<file path="src/rtl/program_loader_ctrl.sv">
// Loads an instruction/data word stream into the core memories, then
// starts the core and watches for completion, reporting done or a cause-coded error.
module program_loader_ctrl #(
    parameter int WORD_W      = 32,
    parameter int ADDR_W      = 8,
    parameter int IMEM_DEPTH  = 256,
    parameter int DMEM_DEPTH  = 256,
    parameter int RUN_TIMEOUT = 4096
) (
    input  logic              clk,
    input  logic              reset,
    input  logic              host_valid,
    input  logic [WORD_W-1:0] host_data,
    input  logic              host_sel,
    input  logic              host_last,
    output logic              host_ready,
    output logic              imem_we,
    output logic [ADDR_W-1:0] imem_addr,
    output logic [WORD_W-1:0] imem_wdata,
    output logic              dmem_we,
    output logic [ADDR_W-1:0] dmem_addr,
    output logic [WORD_W-1:0] dmem_wdata,
    output logic              start_signal,
    input  logic              end_signal,
    output logic              busy,
    output logic              done,
    output logic              error,
    output logic [1:0]        err_code,
    output logic [ADDR_W:0]   instr_count,
    output logic [ADDR_W:0]   data_count
);
    typedef enum logic [2:0] {IDLE, LOAD_I, LOAD_D, RUN, DONE, ERR} state_t;

    localparam int CW = ADDR_W + 1;
    localparam logic [CW-1:0]     IMAX   = CW'(IMEM_DEPTH);
    localparam logic [CW-1:0]     DMAX   = CW'(DMEM_DEPTH);
    localparam logic [ADDR_W-1:0] ITOP   = ADDR_W'(IMEM_DEPTH - 1);
    localparam logic [ADDR_W-1:0] DTOP   = ADDR_W'(DMEM_DEPTH - 1);
    localparam logic [31:0]       WD_LIM = 32'(RUN_TIMEOUT - 1);

    state_t            state, state_n;
    logic [ADDR_W-1:0] iptr, dptr;
    logic [31:0]       wd;
    logic              beat, wr_i, wr_d;
    logic [1:0]        code_n;

    assign host_ready   = (state == IDLE) || (state == LOAD_I) || (state == LOAD_D);
    assign busy         = (state == LOAD_I) || (state == LOAD_D) || (state == RUN);
    assign start_signal = (state == RUN);
    assign done         = (state == DONE);
    assign error        = (state == ERR);
    assign beat         = host_valid & host_ready;

    // Overflow and ordering checks are made before any write is issued
    always_comb begin
        state_n = state;
        code_n  = err_code;
        wr_i    = 1'b0;
        wr_d    = 1'b0;
        case (state)
            IDLE: if (beat) begin
                if (host_sel) begin
                    state_n = ERR;
                    code_n  = 2'd2;
                end else begin
                    wr_i    = 1'b1;
                    state_n = host_last ? RUN : LOAD_I;
                end
            end
            LOAD_I: if (beat) begin
                if (host_sel) begin
                    if (data_count == DMAX) begin
                        state_n = ERR;
                        code_n  = 2'd1;
                    end else begin
                        wr_d    = 1'b1;
                        state_n = host_last ? RUN : LOAD_D;
                    end
                end else if (instr_count == IMAX) begin
                    state_n = ERR;
                    code_n  = 2'd1;
                end else begin
                    wr_i    = 1'b1;
                    state_n = host_last ? RUN : LOAD_I;
                end
            end
            LOAD_D: if (beat) begin
                if (!host_sel) begin
                    state_n = ERR;
                    code_n  = 2'd2;
                end else if (data_count == DMAX) begin
                    state_n = ERR;
                    code_n  = 2'd1;
                end else begin
                    wr_d    = 1'b1;
                    state_n = host_last ? RUN : LOAD_D;
                end
            end
            RUN: begin
                if (end_signal) begin
                    state_n = DONE;
                end else if (RUN_TIMEOUT != 0 && wd == WD_LIM) begin
                    state_n = ERR;
                    code_n  = 2'd3;
                end
            end
            DONE:    state_n = DONE;
            ERR:     state_n = ERR;
            default: state_n = IDLE;
        endcase
    end

    always_ff @(posedge clk) begin
        if (reset) begin
            state       <= IDLE;
            err_code    <= 2'd0;
            iptr        <= '0;
            dptr        <= DTOP;
            instr_count <= '0;
            data_count  <= '0;
            wd          <= '0;
            imem_we     <= 1'b0;
            imem_addr   <= '0;
            imem_wdata  <= '0;
            dmem_we     <= 1'b0;
            dmem_addr   <= '0;
            dmem_wdata  <= '0;
        end else begin
            state    <= state_n;
            err_code <= code_n;
            imem_we  <= wr_i;
            dmem_we  <= wr_d;
            if (wr_i) begin
                imem_addr   <= iptr;
                imem_wdata  <= host_data;
                instr_count <= instr_count + 1'b1;
                if (iptr != ITOP) iptr <= iptr + 1'b1;
            end
            if (wr_d) begin
                dmem_addr  <= dptr;
                dmem_wdata <= host_data;
                data_count <= data_count + 1'b1;
                if (dptr != '0) dptr <= dptr - 1'b1;
            end
            if (state != RUN) wd <= '0;
            else if (wd != '1) wd <= wd + 1'b1;
        end
    end
endmodule

</file>
<file path="config.mk">
export PLATFORM = sky130hd
export DESIGN_NAME = program_loader_ctrl
export DESIGN_NICKNAME = d
export VERILOG_FILES = /design/src/rtl/program_loader_ctrl.sv
export SDC_FILE = /design/constraint.sdc
export NUM_CORES = 1
export LEC_CHECK = 0
export CAP_MARGIN = 25
export CORE_MARGIN = 8
export CORE_UTILIZATION = 55
export CTS_BUF_LIST = sky130_fd_sc_hd__clkbuf_4 sky130_fd_sc_hd__clkbuf_8
export CTS_CLUSTER_DIAMETER = 200
export DETAILED_ROUTE_END_ITERATION = 8
export PLACE_DENSITY_LB_ADDON = 0.08
export RECOVER_POWER = 50
export REMOVE_ABC_BUFFERS = 1
export SLEW_MARGIN = 20
export SYNTH_ARGS = -nofsm -noshare
export SYNTH_HDL_FRONTEND = slang
export SYNTH_SLANG_ARGS = --single-unit
</file>
<file path="constraint.sdc">
create_clock -name clk -period 5.4 [get_ports clk]
set_input_delay 1.08 -clock clk [delete_from_list [all_inputs] [get_ports clk]]
set_output_delay 1.08 -clock clk [all_outputs]
set_load 0.02 [all_outputs]
</file>
==> key figures <==
STA
  – Slew Limit Fails: 109
  – Final period util: 0.707
  – Rel. slew slack: -0.133
  – Endpoints failing setup: 0
  – Setup TNS: 0 ns
  – Final Skew: 0.00903 ns
  – Final Hold Vio Count: 0
  – Min Clock Period, post-route: 3.82 ns
  – Unrepaired setup endpoints after global routing: false
  – Max Freq: 262 MHz
  – Worst-margin pin slew: 1.70 ns

Floorplanning
  – Area of the core: 11800 um2
  – I/O pins: 145
  – Die Footprint: 15600 um2
  – Die height: 125 um
  – Initial core utilization: 0.553
  – DIE WIDTH: 125 um
  – Num rows: 40

Synthesis
  – Leading area contributor after synthesis: dfxtp_1
  – Area contributors post-synth: dfxtp_1 47%, nand2_1 12%, a21oi_1 8.7%
  – Sequential-to-total area share from yosys stat: 0.469
  – Count of cell types in the netlist: 57
  – Ys flop type: dfxtp_1
  – Yosys warnings: 0
  – Yosys top cell area share: 0.469
  – Post-Syn Area: 6530 um2
  – Async SR Flop Fraction: 0
  – Number of enable flip-flop cells after synthesis: 0
  – Synth Register Bits: 153
  – Post-synthesis instance total: 814
  – Top cells by count, synth: 215 x nand2_1, 153 x dfxtp_1, 114 x a21oi_1
  – Count leader, synth: nand2_1
  – Mapped Avg Cell Area: 8.02 um2

Drt
  – Final wirelength: 17400 um
  – Remaining DRCs: 0
  – Avg WL per Cell: 15.9 um
  – Via Count: 6208
  – DR vias/cell: 5.65
  – TritonRoute pass-1 iters: 6
  – Detailed router's first-iteration violation count: 480
  – Final ANT Viol Nets: 0

Min path
  – Worst min-delay path endpoint: imem_wdata[20]
  – Hold Path Stages: 2
  – Worst Hold Launch: imem_wdata[20]
  – Tightest Hold Check Type: reg -> reg

Layout
  – Antenna Cells: 0
  – Nets: 984
  – Share of layout cells above drive strength 1: 0.0557
  – Post-route cell area: 8600 um2
  – Fill cells: 911
  – Area grow syn2layout: 31.7%
  – Final instance count without filler cells: 1098

Clocking
  – CTS tree: done
  – Max H-tree Level: 4
  – Clock Tree Buf Depth: 2
  – Worst skew pair latency: 0.45 ns
  – CTS resizes: 0
  – Post-CTS Setup Inserts: 0
  – Clk sinks: 153
  – CTS clk-pin slew, worst paths: 0.08 ns
  – Root Driver: clkbuf_8
  – Hold_buf cts: 0
  – Num CTS Buffers: 17

Setup path
  – CP Launch Type: input port
  – R2R Path End: data_count[7]
  – Worst r2r path cells: 8
  – Critical path type: in -> reg
  – R2R setup slack: 1.88 ns
  – Critical Path RT: 5.74 ns
  – Reg-to-Reg Start: data_count[0]
  – Crit path DAT: 4.16 ns
  – CP endpoint kind: flip-flop
  – CP max FO: 86

GRT
  – Overall routing resource usage: 0.218
  – Vias in the first global route: 5829
  – Largest net degree at the start of global routing: 87
  – Grt total ovfl: 0
  – Initial antenna violation count: 0
  – First-pass GRT wire length: 28400 um

Placement
  – Inst Count DP: 1063
  – Detail Placement HPWL: 12200 um
  – Routability cong.: 0.869
  – Post-placement cell area: 8020 um2
  – Port buffer count: 144

Power and ir drop
  – Worst IR Drop VDD: 0.230 mV
  – Pwr/cell area: 316 nW/um2
  – P_leak: 3.23 nW

Flow run
  – Max Cap Viol: 2

Status
  – Status: complete, but fails checks
  – Failing checks: capacitance limit, slew limit
layout by cell type (no fill, tap or decap), types with 2 or more instances in the layout:
cell,instances
and2_1,4
nor2_1,40
and3_1,10
a31oi_1,5
xor2_1,25
a41o_1,3
nand2_1,215
dlygate4sd3_1,88
nor4_2,3
a211oi_1,4
clkdlybuf4s50_1,55
nor4_1,10
inv_1,15
nor3_1,8
dfxtp_1,153
buf_4,3
o31ai_1,6
xnor2_1,8
bufinv_16,9
nand2b_1,2
or3_1,19
o21ai_0,24
ha_1,8
clkbuf_8,19
a31o_2,2
nand4_1,20
nand4b_1,3
mux2i_1,3
nor4bb_1,2
o211ai_1,4
or4_1,10
a21oi_1,114
or2_1,2
clkbuf_1,2
nand3_1,20
and4_1,4
logic make-up (layout without fill, tap and decap cells):
logic type / Yosys count / in the layout / synth area share
and+or+nand+nor: 383 / 383 / 0.277
DFF: 153 / 153 / 0.469
muxes: 3 / 3 / 0.00460
xor gates and xnor gates: 33 / 33 / 0.0443
buffers and inverters: 61 / 198 / 0.0379
AOI/OAI and AO/OA: 173 / 173 / 0.151
adders and majority gates: 8 / 8 / 0.0153
critical path, cell delays in order:
cell and delay, ns:
clkbuf_1 0.87, clkbuf_2 1.38, nor3_1 0.32, nand2_1 0.17
a31oi_1 0.06, a41o_1 0.23
metrics by stage:
step                total power, W  hold WS [ns]  setup slack (ns)   util
finish                     0.00272         0.453              1.58  0.728
global route               0.00282         0.467              1.32  0.728
CTS                        0.00275         0.456              2.18  0.727
detailed placement         0.00157         0.446              1.76  0.679
global placement           0.00156         0.434              1.78  0.679
floorplan                  0.00139         0.439              1.63      -
flip-flops by register name (all words and copies together), names as in the netlist:
name	count
state	3
err_code	2
dmem_addr	8
dptr	8
dmem_we	1
imem_we	1
imem_addr	8
wd	32
dmem_wdata	32
imem_wdata	32
data_count	9
iptr	8
instr_count	9
worst max-delay path by stage:
stage	start	to	slack, ns	depth (start not counted)
global placement	host_sel	instr_count[5]	1.78	6
global route	reset	wd[25]	1.32	6
detailed placement	host_sel	instr_count[5]	1.76	6
CTS	state[1]	busy	2.18	3
floorplan	host_sel	iptr[7]	1.63	5
finish	reset	wd[25]	1.58	6
where the power goes:
part / switching [W] / leakage [nW] / total [W] / internal, W
Combinational: 0.000192 / 1.72 / 0.000325 / 0.000134
Clock: 0.000422 / 0.277 / 0.00119 / 0.000767
Sequential: 0.0000354 / 1.24 / 0.00121 / 0.00117
routing by layer:
metal / GRT usage / part of all wire / wire (um) / vias to the layer above
met5: 0 / 0 / 0 / -
met4: 0.0766 / 0.016 / 271 / 0
met3: 0.0867 / 0.076 / 1320 / 20
met2: 0.358 / 0.49 / 8500 / 168
met1: 0.252 / 0.42 / 7310 / 2956
li1: - / - / - / 3064
final cells by class:
class	instances	area, um2	share of cell area
Multi-Input combinational cell	600	3230	0.375
Sequential cell	153	3060	0.356
Timing Repair Buffer	151	1510	0.175
Clock inverter	12	292	0.0339
Clock buffer	20	269	0.0313
Tap cell	147	184	0.0214
Inverter	15	56.3	0.00655
Note: power is estimated with default switching activity, not from simulation.
